===== config.mk =====
export PLATFORM = sky130hd
export DESIGN_NAME = alu_flag_seq_flat
export DESIGN_NICKNAME = d
export VERILOG_FILES = /design/src/rtl/alu_flag_seq_if.sv /design/src/rtl/alu_flag_seq.sv /design/src/flat_wrapper.sv
export SDC_FILE = /design/constraint.sdc
export NUM_CORES = 1
export LEC_CHECK = 0
export CAP_MARGIN = 15
export CORE_MARGIN = 2
export CORE_UTILIZATION = 35
export CTS_CLUSTER_SIZE = 8
export DETAILED_ROUTE_END_ITERATION = 12
export GPL_TIMING_DRIVEN = 0
export PLACE_DENSITY = 0.52
export SLEW_MARGIN = 15
export SYNTH_ARGS = -nofsm -noshare
export SYNTH_HDL_FRONTEND = slang
export SYNTH_SLANG_ARGS = --single-unit

===== constraint.sdc =====
create_clock -name clk_i -period 9 [get_ports clk_i]
set_input_delay 1.8 -clock clk_i [delete_from_list [all_inputs] [get_ports clk_i]]
set_output_delay 1.8 -clock clk_i [all_outputs]
set_load 0.03 [all_outputs]

===== src/rtl/alu_flag_seq_if.sv =====
// Instruction/result bundle between register-read, the ALU/branch stage and
// the register-file write port / PC mux.
interface alu_flag_seq_if #(
  parameter int DATA_W = 16,
  parameter int ADR_W  = 4,
  parameter int CNT_W  = 12
);
  logic              valid_i;
  logic [3:0]        op_i;
  logic [ADR_W-1:0]  adr_i;
  logic [DATA_W-1:0] a_i;
  logic [DATA_W-1:0] b_i;
  logic [CNT_W-1:0]  tgt_i;
  logic              haz_i;
  logic              busy_o;
  logic              wr_ena_o;
  logic [ADR_W-1:0]  wr_adr_o;
  logic [DATA_W-1:0] wr_data_o;
  logic              jmp_ena_o;
  logic [CNT_W-1:0]  jmp_tgt_o;
  logic              end_o;
  logic              haz_o;
  logic [5:0]        flags_o;

  modport master (
    output valid_i, op_i, adr_i, a_i, b_i, tgt_i, haz_i,
    input  busy_o, wr_ena_o, wr_adr_o, wr_data_o, jmp_ena_o, jmp_tgt_o,
           end_o, haz_o, flags_o
  );

  modport slave (
    input  valid_i, op_i, adr_i, a_i, b_i, tgt_i, haz_i,
    output busy_o, wr_ena_o, wr_adr_o, wr_data_o, jmp_ena_o, jmp_tgt_o,
           end_o, haz_o, flags_o
  );
endinterface


===== src/rtl/alu_flag_seq.sv =====
// Registered ALU / branch-resolve stage owning the architectural flag register,
// with an iterative shift-add MUL and a sticky HALT state.
module alu_flag_seq #(
  parameter int DATA_W = 16,
  parameter int ADR_W  = 4,
  parameter int CNT_W  = 12,
  parameter bit MUL_EN = 1'b1
) (
  input  logic           clk_i,
  input  logic           rst_i,
  alu_flag_seq_if.slave  bus
);

  localparam logic [3:0] OP_ADD = 4'd1,  OP_MOV = 4'd2,  OP_CMP = 4'd3,
                         OP_SEE = 4'd4,  OP_OR  = 4'd5,  OP_AND = 4'd6,
                         OP_JMP = 4'd7,  OP_JN  = 4'd8,  OP_INC = 4'd9,
                         OP_DEC = 4'd10, OP_END = 4'd11, OP_JR  = 4'd12,
                         OP_SUB = 4'd13, OP_MUL = 4'd14;
  localparam int MC_W = (DATA_W > 1) ? $clog2(DATA_W) : 1;
  localparam logic [DATA_W:0] ONE_X = (DATA_W+1)'(1);

  typedef enum logic [1:0] {S_RUN, S_MUL, S_HALT} state_t;

  state_t            state_p1;
  logic              busy_p1, wr_ena_p1, jmp_ena_p1, end_p1, haz_p1;
  logic [ADR_W-1:0]  wr_adr_p1;
  logic [DATA_W-1:0] wr_data_p1;
  logic [CNT_W-1:0]  jmp_tgt_p1;
  logic              rav_p1, carry_p1, zero_p1, gt_p1, lt_p1, eq_p1;
  logic [DATA_W-1:0] mul_a_p1, mul_b_p1, mul_acc_p1;
  logic [MC_W-1:0]   mul_cnt_p1;

  logic              vld_p0;
  logic [DATA_W:0]   add_x_p0, sub_x_p0, inc_x_p0, dec_x_p0;
  logic [DATA_W-1:0] or_p0, and_p0, mul_step;

  function automatic logic is_zero(input logic [DATA_W-1:0] v);
    return (v == '0);
  endfunction

  // Stage 0: decode-side operands, carry/borrow taken from the extra top bit
  assign vld_p0   = bus.valid_i & ~busy_p1;
  assign add_x_p0 = {1'b0, bus.a_i} + {1'b0, bus.b_i};
  assign sub_x_p0 = {1'b0, bus.a_i} - {1'b0, bus.b_i};
  assign inc_x_p0 = {1'b0, bus.b_i} + ONE_X;
  assign dec_x_p0 = {1'b0, bus.b_i} - ONE_X;
  assign or_p0    = bus.a_i | bus.b_i;
  assign and_p0   = bus.a_i & bus.b_i;
  // MSB-first shift-add: acc = 2*acc + (multiplier bit ? multiplicand : 0)
  assign mul_step = (mul_acc_p1 << 1) + (mul_b_p1[DATA_W-1] ? mul_a_p1 : '0);

  // Stage 1: registered results, flags and sequencer state
  always_ff @(posedge clk_i) begin
    if (rst_i) begin
      state_p1   <= S_RUN;
      busy_p1    <= 1'b0;
      wr_ena_p1  <= 1'b0;
      jmp_ena_p1 <= 1'b0;
      end_p1     <= 1'b0;
      haz_p1     <= 1'b0;
      wr_adr_p1  <= '0;
      wr_data_p1 <= '0;
      jmp_tgt_p1 <= '0;
      rav_p1     <= 1'b0;
      carry_p1   <= 1'b0;
      zero_p1    <= 1'b0;
      gt_p1      <= 1'b0;
      lt_p1      <= 1'b0;
      eq_p1      <= 1'b0;
      mul_cnt_p1 <= '0;
    end else begin
      haz_p1     <= bus.haz_i;
      wr_ena_p1  <= 1'b0;
      jmp_ena_p1 <= 1'b0;
      case (state_p1)
        S_RUN: if (vld_p0) begin
          wr_adr_p1 <= bus.adr_i;
          case (bus.op_i)
            OP_ADD: begin
              wr_ena_p1  <= 1'b1;
              wr_data_p1 <= add_x_p0[DATA_W-1:0];
              carry_p1   <= add_x_p0[DATA_W];
              zero_p1    <= is_zero(add_x_p0[DATA_W-1:0]);
            end
            OP_SUB: begin
              wr_ena_p1  <= 1'b1;
              wr_data_p1 <= sub_x_p0[DATA_W-1:0];
              carry_p1   <= sub_x_p0[DATA_W];
              zero_p1    <= is_zero(sub_x_p0[DATA_W-1:0]);
            end
            OP_INC: begin
              wr_ena_p1  <= 1'b1;
              wr_data_p1 <= inc_x_p0[DATA_W-1:0];
              carry_p1   <= inc_x_p0[DATA_W];
              zero_p1    <= is_zero(inc_x_p0[DATA_W-1:0]);
            end
            OP_DEC: begin
              wr_ena_p1  <= 1'b1;
              wr_data_p1 <= dec_x_p0[DATA_W-1:0];
              carry_p1   <= dec_x_p0[DATA_W];
              zero_p1    <= is_zero(dec_x_p0[DATA_W-1:0]);
            end
            OP_MOV: begin
              wr_ena_p1  <= 1'b1;
              wr_data_p1 <= bus.b_i;
              zero_p1    <= is_zero(bus.b_i);
            end
            OP_OR: begin
              wr_ena_p1  <= 1'b1;
              wr_data_p1 <= or_p0;
              zero_p1    <= is_zero(or_p0);
            end
            OP_AND: begin
              wr_ena_p1  <= 1'b1;
              wr_data_p1 <= and_p0;
              zero_p1    <= is_zero(and_p0);
            end
            OP_CMP: begin
              gt_p1 <= (bus.a_i > bus.b_i);
              lt_p1 <= (bus.a_i < bus.b_i);
              eq_p1 <= (bus.a_i == bus.b_i);
            end
            OP_SEE: rav_p1 <= (bus.a_i[4:0] == bus.b_i[4:0]) && (bus.a_i < bus.b_i);
            OP_JMP: begin
              jmp_ena_p1 <= 1'b1;
              jmp_tgt_p1 <= bus.tgt_i;
            end
            OP_JN: begin
              jmp_ena_p1 <= ~gt_p1;
              jmp_tgt_p1 <= bus.tgt_i;
            end
            OP_JR: begin
              jmp_ena_p1 <= rav_p1;
              jmp_tgt_p1 <= bus.tgt_i;
            end
            OP_END: begin
              end_p1   <= 1'b1;
              busy_p1  <= 1'b1;
              state_p1 <= S_HALT;
            end
            OP_MUL: if (MUL_EN) begin
              mul_a_p1   <= bus.a_i;
              mul_b_p1   <= bus.b_i;
              mul_acc_p1 <= '0;
              mul_cnt_p1 <= MC_W'(DATA_W - 1);
              busy_p1    <= 1'b1;
              state_p1   <= S_MUL;
            end
            default: ;
          endcase
        end
        S_MUL: begin
          mul_b_p1 <= mul_b_p1 << 1;
          if (mul_cnt_p1 == '0) begin
            // Last partial product goes straight to the write port
            wr_ena_p1  <= 1'b1;
            wr_data_p1 <= mul_step;
            zero_p1    <= is_zero(mul_step);
            busy_p1    <= 1'b0;
            state_p1   <= S_RUN;
          end else begin
            mul_acc_p1 <= mul_step;
            mul_cnt_p1 <= mul_cnt_p1 - 1'b1;
          end
        end
        S_HALT: ;
        default: state_p1 <= S_RUN;
      endcase
    end
  end

  assign bus.busy_o    = busy_p1;
  assign bus.wr_ena_o  = wr_ena_p1;
  assign bus.wr_adr_o  = wr_adr_p1;
  assign bus.wr_data_o = wr_data_p1;
  assign bus.jmp_ena_o = jmp_ena_p1;
  assign bus.jmp_tgt_o = jmp_tgt_p1;
  assign bus.end_o     = end_p1;
  assign bus.haz_o     = haz_p1;
  assign bus.flags_o   = {rav_p1, carry_p1, zero_p1, gt_p1, lt_p1, eq_p1};

endmodule


===== src/flat_wrapper.sv =====
// flat-port wrapper written by rule: the top's interface ports become plain ports
module alu_flag_seq_flat 
#(
  parameter int DATA_W = 16,
  parameter int ADR_W  = 4,
  parameter int CNT_W  = 12,
  parameter bit MUL_EN = 1'b1
)
  (clk_i, rst_i, bus_valid_i, bus_op_i, bus_adr_i, bus_a_i, bus_b_i, bus_tgt_i, bus_haz_i, bus_busy_o, bus_wr_ena_o, bus_wr_adr_o, bus_wr_data_o, bus_jmp_ena_o, bus_jmp_tgt_o, bus_end_o, bus_haz_o, bus_flags_o);
  alu_flag_seq_if #(.DATA_W(DATA_W), .ADR_W(ADR_W), .CNT_W(CNT_W)) bus_i ();
  input  logic clk_i;
  input  logic rst_i;
  input wire logic [$bits(bus_i.valid_i)-1:0] bus_valid_i;
  input wire logic [$bits(bus_i.op_i)-1:0] bus_op_i;
  input wire logic [$bits(bus_i.adr_i)-1:0] bus_adr_i;
  input wire logic [$bits(bus_i.a_i)-1:0] bus_a_i;
  input wire logic [$bits(bus_i.b_i)-1:0] bus_b_i;
  input wire logic [$bits(bus_i.tgt_i)-1:0] bus_tgt_i;
  input wire logic [$bits(bus_i.haz_i)-1:0] bus_haz_i;
  output wire logic [$bits(bus_i.busy_o)-1:0] bus_busy_o;
  output wire logic [$bits(bus_i.wr_ena_o)-1:0] bus_wr_ena_o;
  output wire logic [$bits(bus_i.wr_adr_o)-1:0] bus_wr_adr_o;
  output wire logic [$bits(bus_i.wr_data_o)-1:0] bus_wr_data_o;
  output wire logic [$bits(bus_i.jmp_ena_o)-1:0] bus_jmp_ena_o;
  output wire logic [$bits(bus_i.jmp_tgt_o)-1:0] bus_jmp_tgt_o;
  output wire logic [$bits(bus_i.end_o)-1:0] bus_end_o;
  output wire logic [$bits(bus_i.haz_o)-1:0] bus_haz_o;
  output wire logic [$bits(bus_i.flags_o)-1:0] bus_flags_o;
  assign bus_i.valid_i = bus_valid_i;
  assign bus_i.op_i = bus_op_i;
  assign bus_i.adr_i = bus_adr_i;
  assign bus_i.a_i = bus_a_i;
  assign bus_i.b_i = bus_b_i;
  assign bus_i.tgt_i = bus_tgt_i;
  assign bus_i.haz_i = bus_haz_i;
  assign bus_busy_o = bus_i.busy_o;
  assign bus_wr_ena_o = bus_i.wr_ena_o;
  assign bus_wr_adr_o = bus_i.wr_adr_o;
  assign bus_wr_data_o = bus_i.wr_data_o;
  assign bus_jmp_ena_o = bus_i.jmp_ena_o;
  assign bus_jmp_tgt_o = bus_i.jmp_tgt_o;
  assign bus_end_o = bus_i.end_o;
  assign bus_haz_o = bus_i.haz_o;
  assign bus_flags_o = bus_i.flags_o;
  alu_flag_seq #(.DATA_W(DATA_W), .ADR_W(ADR_W), .CNT_W(CNT_W), .MUL_EN(MUL_EN)) u_core (.clk_i(clk_i), .rst_i(rst_i), .bus(bus_i));
endmodule

# Word level (Yosys, flattened, before mapping)
# Index checks and enable logic that the tools add are counted.
[classes] add_sub_neg=6 order_cmp=2 n_eq_ne=25 muxes=34 bitwise=9 reduce_logical=30
[ops] operator="$logic_not 16->1" n=8
[ops] operator="$pmux 16 s7" n=1
[ops] operator="$mux 16" n=5
[ops] operator="$pmux 16 s2" n=2
[ops] operator="$mux 15" n=3
[ops] operator="$pmux 15 s2" n=1
[ops] operator="$eq 4x4->1 const B" n=7
[ops] operator="$reduce_and 4->1" n=6
[ops] operator="$add 16x1->17 const B" n=1
[ops] operator="$add 16x16->17" n=1
[ops] operator="$sub 16x1->17 const B" n=1
[ops] operator="$sub 16x16->17" n=1
[ops] operator="$add 16x16->16" n=1
[ops] operator="$and 16x16->16" n=1
[ops] operator="$eq 16x16->1" n=1
[ops] operator="$eq 4x3->1 const B" n=4
[ops] operator="$gt 16x16->1" n=1
[ops] operator="$lt 16x16->1" n=1
[ops] operator="$or 16x16->16" n=1
[ops] operator="$reduce_and 3->1" n=5
[ops] operator="$mux 4" n=3
[ops] operator="$eq 4x2->1 const B" n=2
[ops] operator="$mux 1" n=8
[ops] operator="$ne 8x8->1 const B" n=1
[ops] operator="other kinds (28)" n=40
[word_totals] regBits=96 output_inout_bits=43 elab_cells=125

# Logic depth before layout (Yosys ltp)
[logic_depth] depth_word=5 ltp_mapped=14

# Worst setup path before layout
# No wires, ideal clock.
[synth_timing] path_kind="input to register" from="in bus_b_i[3]" to="reg u_core.zero_p1" setup_time_ps=57 t_arrival_ps=4793 required_ps=8943 setup_slack_ps=4150 path_stages=13 cell_sequence="clkbuf_1 > inv_1 > ha_1 > clkbuf_1 > a21oi_1 > o22ai_1 > nor2_1 > xnor2_1 > or4_1 > or4_1 > or4_1 > nor4_1 > or3_1"
[synth_between] elab_chain_len=5
[synth_rtl] item="from (decl)" line="flat_wrapper.sv:17" rtl="input wire logic [$bits(bus_i.b_i)-1:0] bus_b_i;"
[synth_rtl] item="$sub 16x1->17, or another cell as far along" line="alu_flag_seq.sv:46" rtl="assign dec_x_p0 = {1'b0, bus.b_i} - ONE_X;"
[synth_rtl] item="$logic_not 16->1" line="alu_flag_seq.sv:38" rtl="return (v == '0);"
[synth_rtl] item="$pmux 1 s7 *" line="alu_flag_seq.sv:78" rtl="case (bus.op_i)"
[synth_rtl] item="$mux 1 *" line="alu_flag_seq.sv:76" rtl="S_RUN: if (vld_p0) begin"
[synth_rtl] item="$pmux 1 s2 *" line="alu_flag_seq.sv:75" rtl="case (state_p1)"
[synth_rtl] item="to (signal assigned)" line="alu_flag_seq.sv:83" rtl="zero_p1 <= is_zero(add_x_p0[DATA_W-1:0]);"
[synth_rtl] item="to (signal assigned)" line="alu_flag_seq.sv:89" rtl="zero_p1 <= is_zero(sub_x_p0[DATA_W-1:0]);"
[synth_rtl] item="to (signal assigned)" line="alu_flag_seq.sv:95" rtl="zero_p1 <= is_zero(inc_x_p0[DATA_W-1:0]);"
[synth_rtl] item="to (decl)" line="alu_flag_seq.sv:29" rtl="logic rav_p1, carry_p1, zero_p1, gt_p1, lt_p1, eq_p1;"
# Mark *: on every way between the ends. The rest lies on a longest branch, timed or not. The select of a mux whose other input is x is not followed.
# A chain may end at the register's enable or synchronous reset.

# Worst setup path in the final report
[layout_timing] from="in bus_b_i[7]" to="reg u_core.zero_p1"
# The elaborated chain is that of the path after synthesis.

==> results.json <==
{
  "grt_pass1_wl_um": 48000,
  "crit_path_end_kind": "flip-flop",
  "io_buffers": 94,
  "first_pass_iters": 5,
  "syn-instance-count": 1027,
  "reg2reg_from": "u_core.mul_b_p1[15]",
  "r2r-end": "u_core.zero_p1",
  "synth_most_common_cell": "nor2_1",
  "synthTopCellsByCount": "nor2_1 (119), a21oi_1 (81), nand2_1 (76)",
  "postCtsHoldBufs": 0,
  "wl_per_cell_um": 21.7,
  "die_w_um": 157,
  "clock_path_buffers": 2,
  "drive_above_1_share_pct": 3.68,
  "yosysTopAreaCell": "edfxtp_1",
  "powerDensity_mw_per_mm2": 136,
  "dp_hpwl_um": 24900,
  "critical-path-slowest-cell": "a221oi_1",
  "rrSetupSlack_ps": 4840,
  "cp_max_fo": 10,
  "crit_type": "in -> reg",
  "finalPower_mw": 1.35,
  "synth_top_area_share_pct": 17.3,
  "synth_cell_types": 76,
  "ys_top_cells_by_area": "edfxtp_1 (17%), dfxtp_1 (12%), ha_1 (10%)",
  "num_rows": 55,
  "multiInputGateArea_mm2": 0.00527,
  "cts_inserted_buffers": 9,
  "start_util_pct": 35.8,
  "h-tree-depth": 3,
  "clkTransAtPathRegs_ps": 90,
  "post_cts_buffers": 0,
  "finalSetupViolCount": 0,
  "drc_errors": 0,
  "fmax_mhz": 168,
  "numClockSinks": 96,
  "tightest_slew_ps": 1150,
  "avgViaCountPerCell": 5.67,
  "hold_class": "reg -> reg",
  "layout.nets": 1262,
  "track_usage_pct": 25.9,
  "dr_total_vias": 8242,
  "ys_ff_latch": 96,
  "syn_nets": 1154,
  "ys_warn_count": 0,
  "drt_wl_total_um": 31500,
  "vdd_ir_drop_max_uv": 93.6,
  "final.fill_count": 2365,
  "p_leak_nw": 3.61,
  "grt_max_degree": 19,
  "fin_util_pct": 43.3,
  "ant_nets": 0,
  "clockRootBuffer": "clkbuf_16",
  "grt_pass1_vias": 7976,
  "diodes": 0,
  "yosysSeqAreaShare_pct": 29.3,
  "io_pins": 99,
  "core_mm2": 0.0228,
  "antenna_found_initial": 0,
  "syn_area_per_cell_um2": 7.95,
  "maxSlewHeadroom_pct": 22.6,
  "period_share_pct": 66.2,
  "hold_depth": 2,
  "cp-start-kind": "input port",
  "routabilityCongestion": 1.01,
  "cts_tree": "built",
  "synth_edf_count": 47,
  "grt_setup_unrepaired": "false",
  "critPathBufInv": 4,
  "overflow": 0,
  "finalCriticalPeriod_ps": 5960,
  "postSynth.asyncResetShare_pct": 0,
  "cpPeakStageDelay_ps": 660,
  "cp.required_ps": 9260,
  "die_area_mm2": 0.0246,
  "arrival_ps": 6220,
  "area.growth.synth_to_final_pct": 20.7,
  "whs_ps": 466,
  "drtIter0Drc": 631,
  "skew_ps": 19.8,
  "cts_resized": 0,
  "crit_path_cell_trace": "clkdlybuf4s50_1 > clkbuf_1 > inv_1 > ha_1 > clkbuf_1 > or2_1 > nor3_1 > a21boi_1 > o31ai_1 > a221oi_1 > xnor2_1 > o31ai_1 > or3_1",
  "outcome": "finished, final reports clean",
  "synth-main-ff-cell": "dfxtp_1",
  "holdCritStartpoint": "u_core.bus.wr_adr_o[0]",
  "seq_area_mm2": 0.00239,
  "die_y_um": 157,
  "hold_viol": 0,
  "clkLatencyLatePin_ps": 370,
  "holdPathEnd": "u_core.bus.wr_adr_o[0]",
  "maxSlewViolCount": 0,
  "tns_ps": 0,
  "syn_area_mm2": 0.00816,
  "rr_worst_depth": 14,
  "cap_violations": 0,
  "critical-path-top-delay-family": "buffers and inverters"
}
==> cells by family after synthesis <==
kind of cell | Yosys count | share of synthesized area, %
buf+inv | 132 | 6.57
xor+xnor | 54 | 5.79
flops | 96 | 29.3
simple gates | 369 | 22.2
fa+ha+maj | 71 | 11.2
compound gates | 289 | 23.0
mux | 16 | 1.98
==> metal layers <==
metal / global-route usage [%] / up-vias / part of all wire [%]
met2: 42.3 / 323 / 46
met4: 6.60 / 0 / 1.8
met1: 36.3 / 3948 / 46
met5: 0 / - / 0
li1: - / 3931 / -
met3: 3.16 / 40 / 6.2
==> final cells by class <==
type / instances / share of cell area, %
multi-input cells: 799 / 53.4
flip-flops and latches: 96 / 24.3
repair buffers: 97 / 9.93
well taps: 313 / 3.97
plain buffers: 69 / 3.05
inverters: 63 / 2.40
clock buffers: 9 / 2.29
clock inverters: 7 / 0.673
==> where the power goes <==
| part | internal [mW] | switching [mW] |
|---|---|---|
| sequential | 0.482 | 0.0137 |
| clock | 0.195 | 0.205 |
| combinational | 0.165 | 0.285 |
==> through the flow <==
stage          instance area [um2]  setup slack [ps]  instances
6_report                      9860              3040       1453
5_1_grt                       9860              2750       1453
4_1_cts                       9860              3120       1453
3_5_place_dp                  9560              2750       1437
3_3_place_gp                  9500              2710       1434
2_1_floorplan                 8160              4150       1027
==> placed cells by master (no fill, tap or decap), types with 39 or more instances in the layout <==
master,instances
a21oi_1,80
clkbuf_1,54
clkdlybuf4s50_1,94
dfxtp_1,49
edfxtp_1,47
ha_1,68
inv_1,61
nand2_1,76
nor2_1,118
o21ai_0,64
xnor2_1,39
==> state kept, by name, indices dropped and copies added, names as in the netlist, 2 cells and up <==
name,flops
u_core.mul_acc_p1,15
u_core.state_p1,2
u_core.bus.wr_adr_o,4
u_core.mul_a_p1,16
u_core.mul_b_p1,16
u_core.bus.wr_data_o,16
u_core.bus.jmp_tgt_o,12
u_core.mul_cnt_p1,4
==> worst max-delay path by stage <==
stage,startpoint,end,slack [ps],depth (start not counted)
2_1_floorplan,bus_b_i[3],u_core.zero_p1,4150,13
5_1_grt,bus_b_i[7],u_core.zero_p1,2750,13
4_1_cts,bus_b_i[7],u_core.zero_p1,3120,13
3_3_place_gp,bus_b_i[7],u_core.zero_p1,2710,13
3_5_place_dp,bus_b_i[7],u_core.zero_p1,2750,13
6_report,bus_b_i[7],u_core.zero_p1,3040,13
==> worst register-to-register path, delay by kind of cell, from the launching register on <==
kind,cells,cell delay (ps)
buf+inv,2,490
fa+ha+maj,2,620
simple gates,4,810
flops,1,680
compound gates,5,1220
xor+xnor,1,240
No activity file was read; power rests on OpenSTA's default activity.
